===== src/rtl/branch_predictor.sv =====
// Two-bit saturating-counter branch predictor with same-cycle lookup and
// resolve-time training. Define BRANCH_PREDICTOR_GSHARE_EN for gshare indexing.
module branch_predictor #(
  parameter int INDEX_BITS = 4,
  parameter int PC_WIDTH   = 32
) (
  input  logic                  clk,
  input  logic                  rst,
  input  logic [PC_WIDTH-1:0]   pd_pc,
  input  logic                  pd_valid,
  output logic                  predicted,
  output logic [INDEX_BITS-1:0] pd_ghr,
  input  logic                  upd_valid,
  input  logic [PC_WIDTH-1:0]   upd_pc,
  input  logic                  upd_taken,
  input  logic                  upd_predicted,
  input  logic [INDEX_BITS-1:0] upd_ghr,
  output logic [31:0]           branch_count,
  output logic [31:0]           mispredict_count
);

  localparam int ENTRIES = 1 << INDEX_BITS;

  logic [ENTRIES-1:0][1:0]  table_reg;
  logic [ENTRIES-1:0][1:0]  table_next;
  logic [INDEX_BITS-1:0]    lookup_idx;
  logic [INDEX_BITS-1:0]    upd_idx;
  logic [31:0]              branch_count_reg;
  logic [31:0]              branch_count_next;
  logic [31:0]              mispredict_count_reg;
  logic [31:0]              mispredict_count_next;
  logic                     unused_bits;

`ifdef BRANCH_PREDICTOR_GSHARE_EN
  logic [INDEX_BITS-1:0]    ghr_reg;
  logic [INDEX_BITS-1:0]    ghr_next;

  assign lookup_idx = pd_pc[INDEX_BITS-1:0] ^ ghr_reg;
  assign upd_idx    = upd_pc[INDEX_BITS-1:0] ^ upd_ghr;
  assign ghr_next   = upd_valid ? {ghr_reg[INDEX_BITS-2:0], upd_taken} : ghr_reg;
  assign pd_ghr     = rst ? '0 : ghr_reg;

  always_ff @(posedge clk) begin
    if (rst) begin
      ghr_reg <= '0;
    end else begin
      ghr_reg <= ghr_next;
    end
  end

  assign unused_bits = ^{pd_pc[PC_WIDTH-1:INDEX_BITS], upd_pc[PC_WIDTH-1:INDEX_BITS]};
`else
  assign lookup_idx  = pd_pc[INDEX_BITS-1:0];
  assign upd_idx     = upd_pc[INDEX_BITS-1:0];
  assign pd_ghr      = '0;
  // Snapshot port is kept so the pipeline interface matches the gshare build.
  assign unused_bits = ^{pd_pc[PC_WIDTH-1:INDEX_BITS], upd_pc[PC_WIDTH-1:INDEX_BITS], upd_ghr};
`endif

  // No bypass: a same-cycle update becomes visible only after the edge.
  assign predicted = pd_valid & ~rst & table_reg[lookup_idx][1];

  generate
    for (genvar gi = 0; gi < ENTRIES; gi++) begin : g_entry
      logic hit;
      assign hit = upd_valid && (upd_idx == INDEX_BITS'(gi));
      assign table_next[gi] =
          !hit      ? table_reg[gi] :
          upd_taken ? ((table_reg[gi] == 2'b11) ? 2'b11 : table_reg[gi] + 2'd1) :
                      ((table_reg[gi] == 2'b00) ? 2'b00 : table_reg[gi] - 2'd1);
    end
  endgenerate

  always_comb begin
    branch_count_next     = branch_count_reg;
    mispredict_count_next = mispredict_count_reg;
    if (upd_valid) begin
      if (branch_count_reg != 32'hFFFF_FFFF) begin
        branch_count_next = branch_count_reg + 32'd1;
      end
      if ((upd_taken != upd_predicted) && (mispredict_count_reg != 32'hFFFF_FFFF)) begin
        mispredict_count_next = mispredict_count_reg + 32'd1;
      end
    end
  end

  always_ff @(posedge clk) begin
    if (rst) begin
      table_reg            <= {ENTRIES{2'b01}};
      branch_count_reg     <= '0;
      mispredict_count_reg <= '0;
    end else begin
      table_reg            <= table_next;
      branch_count_reg     <= branch_count_next;
      mispredict_count_reg <= mispredict_count_next;
    end
  end

  assign branch_count     = branch_count_reg;
  assign mispredict_count = mispredict_count_reg;

endmodule


===== config.mk =====
export PLATFORM = sky130hd
export DESIGN_NAME = branch_predictor
export DESIGN_NICKNAME = d
export VERILOG_FILES = /design/src/rtl/branch_predictor.sv
export SDC_FILE = /design/constraint.sdc
export NUM_CORES = 1
export LEC_CHECK = 0
export BUFFER_PORTS_ARGS = -buffer_cell sky130_fd_sc_hd__buf_4
export CORE_UTILIZATION = 25
export CTS_CLUSTER_SIZE = 24
export DETAILED_ROUTE_END_ITERATION = 8
export HOLD_SLACK_MARGIN = 0.06
export PLACE_DENSITY = 0.52
export SKIP_LAST_GASP = 1
export SLEW_MARGIN = 20
export SYNTH_ARGS = -nofsm -noshare
export SYNTH_HDL_FRONTEND = slang
export SYNTH_SLANG_ARGS = --single-unit

===== constraint.sdc =====
create_clock -name clk -period 2.6 [get_ports clk]
set_input_delay 0.13 -clock clk [delete_from_list [all_inputs] [get_ports clk]]
set_output_delay 0.13 -clock clk [all_outputs]
set_load 0.01 [all_outputs]

==> out/results.ini, run 1 <==
[setup_path]
cp.arrival_ns = 2.44
worstSetupPathType = reg -> reg
cp.required_ns = 2.84
crit_fanout = 8
crit_chain = ha_1 -> and3_2 -> nand3_1 -> o31ai_2 -> buf_4 -> nor3_1 -> mux2_2
crit_path_end_kind = register
cpPeakStageDelay_ns = 0.49
cpMaxStageDelayCell = o31ai_2
start_kind = register

[sta]
tightest_slew_ns = 0.811
fin_worst_skew_ns = 0.00791
setup_tns_ns = 0
setup_ws_ns = 0.399
fmax_mhz = 454
hold_viol_final = 0
setup_viol = 0
maxSlewViolCount = 0
slew_headroom_pct = 45.5
fin_crit_ns = 2.20
min_period_over_period_pct = 84.6
rsz0062_at_grt = no

[clock_network]
clock-sinks = 96
cts_resized = 0
clock_latency_ns = 0.35
cts-root-buf = clkbuf_16
cts_tree = done
clkTransAtPathRegs_ns = 0.07
cts_buffer_depth = 2
cts_max_level = 3
cts_setup_buffers = 0
cts_inserted_buffers = 9
hold_buffers = 0

[route]
drt_iter0_markers = 234
drc = 0
met3_length_um = 579
wl_met2_mm = 6.33
vias = 5023
drt_pass1_iterations = 4
top_layer_used = met4
ant_nets = 0
wl_met1_mm = 6.87
wirelength_mm = 14.0
wire_per_inst_um = 14.2
vias_per_cell = 5.11

[final_layout]
regArea_um2 = 1920
multi_input_area_um2 = 3150
antenna-diode-count = 0
mostFrequentLayoutCell = dfxtp_1
n_fill_cell = 2175
mostFrequentLayoutCells = dfxtp_1, buf_4, a21oi_1
final_cells = 983
final_core_util_pct = 31.5
finalNetCount = 785
drive_gt1_share_pct = 19.6
area_delta_synth_final_pct = 22.4

[yosys]
synth_cells = 641
synth_ff_type = dfxtp_1
netlist_area_um2 = 5280
ys_seq_elements = 96
synth-seq-area-share_pct = 36.4
syn_avg_cell_area_um2 = 8.24
ys_warn_count = 0
synth.distinct_cells = 59
ys_async_sr_fraction_pct = 0
synth-edff-count = 0

[power_and_ir_drop]
leakagePower_nw = 2.23
power_frac_clock_pct = 43.4
irDropWorstVdd_mv = 0.298
seq_power_share_pct = 48.0
p_comb_share_pct = 8.7
p_int_w = 0.00249
power.density_nw_per_um2 = 509
switching_share_pct = 24.2
p_switching_w = 0.000796

[die]
die_x_um = 147
coreArea_um2 = 20500
row_count = 52
dieArea_um2 = 21700
die_h_um = 147
initial_core_util_pct = 25.8
io_pins = 143

[placed_design]
hpwl_mm = 9.90
placed_cells = 968
gp_congestion = 0.770
port_buffers = 78
dp_slack_ns = 0.444

[global_routing]
track_usage_pct = 13.0
grt_pass1_wl_mm = 22.8
grt_pass1_vias = 4364
grt_overflow = 0
grt_max_degree = 65
antenna_found_initial = 0

[run_status]
status = completed

[flow_run]
maxCapViolCount = 0

[worst_hold_path]
worstHoldPathType = in -> reg

-- worst paths after layout --
kind | endpoint | start | cells after the start | slack [ns]
hold / removal | mispredict_count[2]$_SDFFE_PP0P_ | rst | 2 | 0.17
setup reg to reg | branch_count[13]$_SDFFE_PP0P_ | branch_count[0]$_SDFFE_PP0P_ | 7 | 0.40
hold reg to reg | table_reg[27]$_SDFFE_PP0P_ | table_reg[27]$_SDFFE_PP0P_ | 2 | 0.50
setup / recovery | branch_count[13]$_SDFFE_PP0P_ | branch_count[0]$_SDFFE_PP0P_ | 7 | 0.40
-- cells in the mapped netlist, drive strengths merged, types with 11 or more instances --
library cell	number	area, um2
nand3b	17	128
a21oi	77	385
nand2	44	165
o21ai	31	155
or3	23	145
a21o	11	82.6
nand3	26	130
nand4	22	144
nor4	14	109
o221ai	15	131
dfxtp	96	1920
nor2	52	195
and3	14	90.1
o31ai	34	265
or4	21	163
buf	11	70.1
nand2b	22	138
clkbuf	29	123
-- per-stage QoR --
| step | power, W | hold slack (ns) | area (um2) |
|---|---|---|---|
| after floorplan | 0.00181 | 0.374 | 5290 |
| after global placement | 0.00189 | 0.488 | 6150 |
| after detailed placement | 0.00190 | 0.491 | 6150 |
| after CTS | 0.00336 | 0.159 | 6460 |
| after global routing | 0.00345 | 0.180 | 6460 |
| final | 0.00329 | 0.170 | 6460 |
-- cell type report --
| cell class | count | area share (%) |
|---|---|---|
| Inverter | 4 | 0.232 |
| Timing Repair Buffer | 95 | 11.2 |
| Clock inverter | 5 | 1.28 |
| Multi-Input combinational cell | 503 | 48.8 |
| Clock buffer | 10 | 3.54 |
| Sequential cell | 96 | 29.7 |
| Tap cell | 270 | 5.23 |
-- layer usage --
layer,vias to the layer above,track usage [%]
met5,-,0
met4,0,4.79
met3,12,2.27
met2,100,19.9
met1,2345,18.1
li1,2566,-
-- worst max-delay path: cells and delay by family, from the launching register on --
kind                     cells  cell delay (ns)
AO/OA/AOI/OAI                1             0.49
adder cells (fa/ha/maj)      1             0.23
buffers and inverters        1             0.23
flip-flops                   1             0.41
multiplexers                 1             0.27
AND/OR/NAND/NOR              3             0.46
-- power groups by stage --
stage | registers, W | logic [W] | clock network, W
2_1_floorplan | 0.00160 | 0.000214 | 0
3_3_place_gp | 0.00161 | 0.000285 | 0
3_5_place_dp | 0.00161 | 0.000288 | 0
4_1_cts | 0.00158 | 0.000289 | 0.00149
5_1_grt | 0.00159 | 0.000322 | 0.00154
6_report | 0.00158 | 0.000285 | 0.00143
-- cell families (layout without fill, tap and decap cells) --
family	Yosys count	after routing	share of synthesized area (%)
AO/OA/AOI/OAI	180	180	21.5
XOR/XNOR	10	10	1.66
multiplexers	15	15	4.22
AND/OR/NAND/NOR	292	292	31.6
other	1	4	0.0710
adder cells (fa/ha/maj)	2	2	0.474
flip-flops	96	96	36.4
buffers and inverters	45	114	4.12
(Power assumes the default switching activity.)
==> inputs of run 2 (changes only) <==
- ABC_AREA: unset -> 1
- clock period: 2.6 -> 2.18 ns (I/O delays scaled with it)
==> run 2 against run 1 <==
Effect of this change: worst hold slack lost 0.033 ns; cell count is 31% higher; non-clock buffer count is 8 lower; critical path type unchanged; first-iteration DRC count increased by 19%; area after synthesis up 8.1%; highest routed layer unchanged.
==> out/results.ini, run 2 <==
[run_status]
status = completed

[setup_path]
r2r_slack_ns = 0.31
worstReg2RegStart = branch_count[0]$_SDFFE_PP0P_
r2r_end = branch_count[20]$_SDFFE_PP0P_
endpoint = branch_count[20]$_SDFFE_PP0P_
critPathMostFrequentCell = nand2_1
worstSetupPathType = reg -> reg
startpoint = branch_count[0]$_SDFFE_PP0P_
start_kind = register
cp.arrival_ns = 2.11
cp.required_ns = 2.42
reg2regPathDepth = 8
crit_chain = ha_1 -> nand2_1 -> nor2_2 -> nand2_1 -> nor2_4 -> nand3_4 -> a21oi_1 -> nor2_1
critical-path-top-delay-family = simple AND/OR/NAND/NOR gates
cpMaxStageDelayCell = dfxtp_1
crit_path_end_kind = register
cpPeakStageDelay_ns = 0.38
worst-path-stages = 8
crit_fanout = 34
cp_num_buf_inv = 0

[route]
drt_pass1_iterations = 4
vias = 5881
vias_per_cell = 4.58
wire_per_inst_um = 12.9
ant_nets = 0
drt_iter0_markers = 278
wirelength_mm = 16.6
drc = 0

[yosys]
yosysMostFrequentCell = nand2_1
synth_top_area_cell = dfxtp_1
synth-edff-count = 0
synth-seq-area-share_pct = 33.7
ys_warn_count = 0
synth_cells = 924
syn_avg_cell_area_um2 = 6.18
synth_top_area_share_pct = 33.7
ys_seq_elements = 96
netlist_area_um2 = 5710
synth_ff_type = dfxtp_1
ys_async_sr_fraction_pct = 0
synthTopCellsByArea = dfxtp_1, nand2_1, nor2_1
synth.top_cells.by_count = nand2_1, nor2_1, dfxtp_1
synth.distinct_cells = 35

[placed_design]
placed_cells = 1266
hpwl_mm = 11.9
port_buffers = 78
dp_slack_ns = 0.0471
gp_congestion = 0.805

[sta]
fmax_mhz = 535
rsz0062_at_grt = no
min_period_over_period_pct = 85.8
slew_headroom_pct = 56.2
fin_worst_skew_ns = 0.0123
setup_viol = 0
tightest_slew_ns = 0.653
maxSlewViolCount = 0
hold_viol_final = 0
setup_ws_ns = 0.310
fin_crit_ns = 1.87
setup_tns_ns = 0

[final_layout]
final_cells = 1283
antenna-diode-count = 0
final_core_util_pct = 31.0
mostFrequentLayoutCell = nand2_1
mostFrequentLayoutCells = nand2_1, nor2_1, dfxtp_1
drive_gt1_share_pct = 14.4
finalNetCount = 1074
area_delta_synth_final_pct = 20.1

[global_routing]
track_usage_pct = 14.0
grt_max_degree = 59
grt_pass1_wl_mm = 26.4
grt_pass1_vias = 5168
antenna_found_initial = 0
grt_overflow = 0

[power_and_ir_drop]
leakagePower_nw = 2.81
finalPower_w = 0.00370
irDropWorstVdd_mv = 0.229
power.density_nw_per_um2 = 540

[clock_network]
cts_tree = done
cts_buffer_depth = 2
cts_inserted_buffers = 9
hold_buffers = 0
clock-sinks = 96
cts-root-buf = clkbuf_16
clkTransAtPathRegs_ns = 0.08
cts_max_level = 3
clock_latency_ns = 0.36

[die]
coreArea_um2 = 22100
io_pins = 143
die_h_um = 153
die_x_um = 153
initial_core_util_pct = 25.8
row_count = 54
dieArea_um2 = 23400

[flow_run]
maxCapViolCount = 0

[worst_hold_path]
min_path_cells = 5
worstHoldPathType = in -> reg

[run 2: layout make-up]
| type | count | area (um2) |
|---|---|---|
| timing repair buffer | 87 | 666 |
| clock inverter | 7 | 60.1 |
| sequential | 96 | 1920 |
| clock buffer | 9 | 225 |
| tap | 280 | 350 |
| multi-input combinational | 704 | 3260 |
| fill | 2413 | 15200 |
| inverter | 100 | 375 |
[run 2: repair_timing]
item                                    in CTS  in global routing
buffers inserted                             0                  0
endpoints found under the setup margin       0                 26
resized for setup                            0                  1
[run 2: worst min-delay path by stage]
stage,startpoint,to,slack [ns]
final,upd_pc[3],table_reg[7]$_SDFFE_PP0P_,0.14
after global routing,rst,table_reg[3]$_SDFFE_PP0P_,0.16
after CTS,upd_pc[3],table_reg[7]$_SDFFE_PP0P_,0.12
after detailed placement,table_reg[14]$_SDFFE_PP1P_,table_reg[14]$_SDFFE_PP1P_,0.49
after global placement,table_reg[22]$_SDFFE_PP1P_,table_reg[22]$_SDFFE_PP1P_,0.48
after floorplan,pd_valid,predicted,0.32
[run 2: stage by stage]
stage	cell area (um2)	hold WS, ns
4_1_cts	6840	0.120
6_report	6860	0.137
3_3_place_gp	6550	0.476
3_5_place_dp	6550	0.487
2_1_floorplan	5720	0.318
5_1_grt	6860	0.158
[run 2: worst reg2reg max path, delay by kind of cell, from the launching register on]
| family | cells | cell delay, ns |
|---|---|---|
| simple gates | 6 | 0.89 |
| compound gates | 1 | 0.28 |
| flops | 1 | 0.38 |
| fa+ha+maj | 1 | 0.21 |
[run 2: where the power goes]
part           leakage, nW  internal, W  switching (W)  total, W
logic                 1.89    0.0000973       0.000206  0.000304
clock network        0.144     0.000804       0.000805   0.00161
registers            0.776      0.00177      0.0000190   0.00179
[run 2: layer usage]
metal	vias up	share of wire, %	track usage [%]
li1	3119	-	-
met1	2620	51	19.3
met2	129	44	22.0
met3	13	4.2	2.21
met4	0	1.3	5.05
met5	-	0	0
[run 2: cells by family (layout without fill, tap and decap cells)]
kind of cell             Yosys count  in the layout  share of synthesized area, %
adder cells (fa/ha/maj)            2              2                         0.438
flip-flops                        96             96                          33.7
AO/OA/AOI/OAI                    161            162                          15.1
other                              1              4                        0.0657
XOR/XNOR                           4              4                         0.614
buffers and inverters            128            203                          9.73
AND/OR/NAND/NOR                  532            532                          40.4
==> inputs of run 3 (changes only) <==
- ABC_AREA: 1 -> unset
==> run 3 against run 2 <==
Effect of this change: first-iteration DRC count fell by 11%; critical endpoint is now mispredict_count[19]$_SDFFE_PP0P_; register-to-register slack got worse by 0.21 ns; critical path type unchanged; clock skew shrank 0.0027 ns; sequential power increased by 5%.
==> out/results.ini, run 3 (synthesized netlist as in run 1, its figures left out) <==
[power_and_ir_drop]
irDropWorstVdd_mv = 0.324
finalPower_w = 0.00390
leakagePower_nw = 2.43
power.density_nw_per_um2 = 576

[sta]
fmax_mhz = 481
hold_viol_final = 0
fin_worst_skew_ns = 0.00951
rsz0062_at_grt = no
slew_headroom_pct = 44.8
maxSlewViolCount = 0
min_period_over_period_pct = 95.3
setup_ws_ns = 0.102
fin_crit_ns = 2.08
tightest_slew_ns = 0.823
setup_tns_ns = 0
setup_viol = 0

[global_routing]
grt_overflow = 0
grt_use_met3_pct = 2.48
gr-usage-met1_pct = 18.6
antenna_found_initial = 0
grt_max_degree = 65
use_met2_pct = 21.4
track_usage_pct = 13.6
grt_pass1_vias = 4656
grt_most_used_layer = met2
grt_pass1_wl_mm = 23.8

[route]
vias = 5191
drt_pass1_iterations = 4
vias_per_cell = 5.09
drc = 0
ant_nets = 0
wirelength_mm = 14.4
wire_per_inst_um = 14.2
drt_iter0_markers = 247

[final_layout]
area_delta_synth_final_pct = 28.1
mostFrequentLayoutCells = buf_4, dfxtp_1, a21oi_1
final_cells = 1019
finalNetCount = 820
antenna-diode-count = 0
mostFrequentLayoutCell = buf_4
drive_gt1_share_pct = 24.0
n_fill_cell = 2200

[placed_design]
dp_slack_ns = 0.110
placed_cells = 1002
gp_congestion = 0.793
hpwl_mm = 10.2
port_buffers = 78

[die]
initial_core_util_pct = 25.8
die_h_um = 147
die_x_um = 147
io_pins = 143
coreArea_um2 = 20500
dieArea_um2 = 21700
row_count = 52

[clock_network]
cts_tree = done
cts_max_level = 3
clkTransAtPathRegs_ns = 0.07
cts-root-buf = clkbuf_16
hold_buffers = 0
cts_inserted_buffers = 9
clock_latency_ns = 0.35
cts_buffer_depth = 2
clock-sinks = 96

[setup_path]
cp.required_ns = 2.46
worstSetupPathType = reg -> reg
critical-path-top-delay-family = simple AND/OR/NAND/NOR gates
crit_chain = nand3_1 -> or2_0 -> or3_1 -> or4_1 -> a21oi_1
crit_fanout = 7
cp_num_buf_inv = 0
startpoint = mispredict_count[11]$_SDFFE_PP0P_
cp.arrival_ns = 2.35
start_kind = register
cpMaxStageDelayCell = or3_1
cpPeakStageDelay_ns = 0.50
worstReg2RegStart = mispredict_count[11]$_SDFFE_PP0P_
crit_path_end_kind = register

[run_status]
status = completed

[worst_hold_path]
hold_start = upd_pc[0]
worstHoldPathType = in -> reg

[flow_run]
maxCapViolCount = 0

## run 3: changes by cell type in the layout (fill, tap and decap cells not counted), moves of 32 or more
cell     change
buf_4       +40
inv_1       -90
nand2_1    -165
nand3_1     -43
nor2_1     -139
o31ai_1     +32
## run 3: per-layer routing
metal  up-vias  routed length [um]
met4         0                 203
li1       2645                   -
met5         -                   0
met1      2453                7160
met3        12                 482
met2        81                6600
## run 3: final timing paths
kind / cells past startpoint / end / slack (ns)
max: 5 / mispredict_count[19]$_SDFFE_PP0P_ / 0.10
min: 3 / table_reg[9]$_SDFFE_PP0P_ / 0.17
max reg2reg: 5 / mispredict_count[19]$_SDFFE_PP0P_ / 0.10
min reg2reg: 2 / table_reg[23]$_SDFFE_PP0P_ / 0.50
## run 3: where the power goes
group	total, W	internal, W	switching (W)
registers	0.00188	0.00181	0.0000660
clock network	0.00167	0.000928	0.000737
logic	0.000353	0.000167	0.000186
## run 3: area by class of cell
cell class                 count  area, um2  area share (%)
multi-input combinational    503       3150            46.6
sequential                    96       1930            28.5
timing repair buffer         130       1030            15.2
tap                          270        338            4.99
clock buffer                  10        239            3.53
clock inverter                 6       67.6           0.999
inverter                       4       15.0           0.222
## run 3: worst reg2reg max path: cells and delay by family, from the launching register on
family	cells	cell delay [ns]
AND/OR/NAND/NOR	4	1.47
flip-flops	1	0.38
AO/OA/AOI/OAI	1	0.15
## run 3: repair_timing
| item | 4_1_cts | 5_1_grt |
|---|---|---|
| endpoints found under the setup margin | 0 | 4 |
| buffers inserted | 0 | 1 |
| resized for setup | 0 | 3 |
## run 3: stage by stage
step	util (%)	hold slack, ns	instance area, um2
after floorplan	-	0.353	5290
after global placement	31.5	0.487	6450
after detailed placement	31.5	0.490	6450
after CTS	32.9	0.148	6750
after global routing	33.0	0.189	6760
final	33.0	0.167	6760
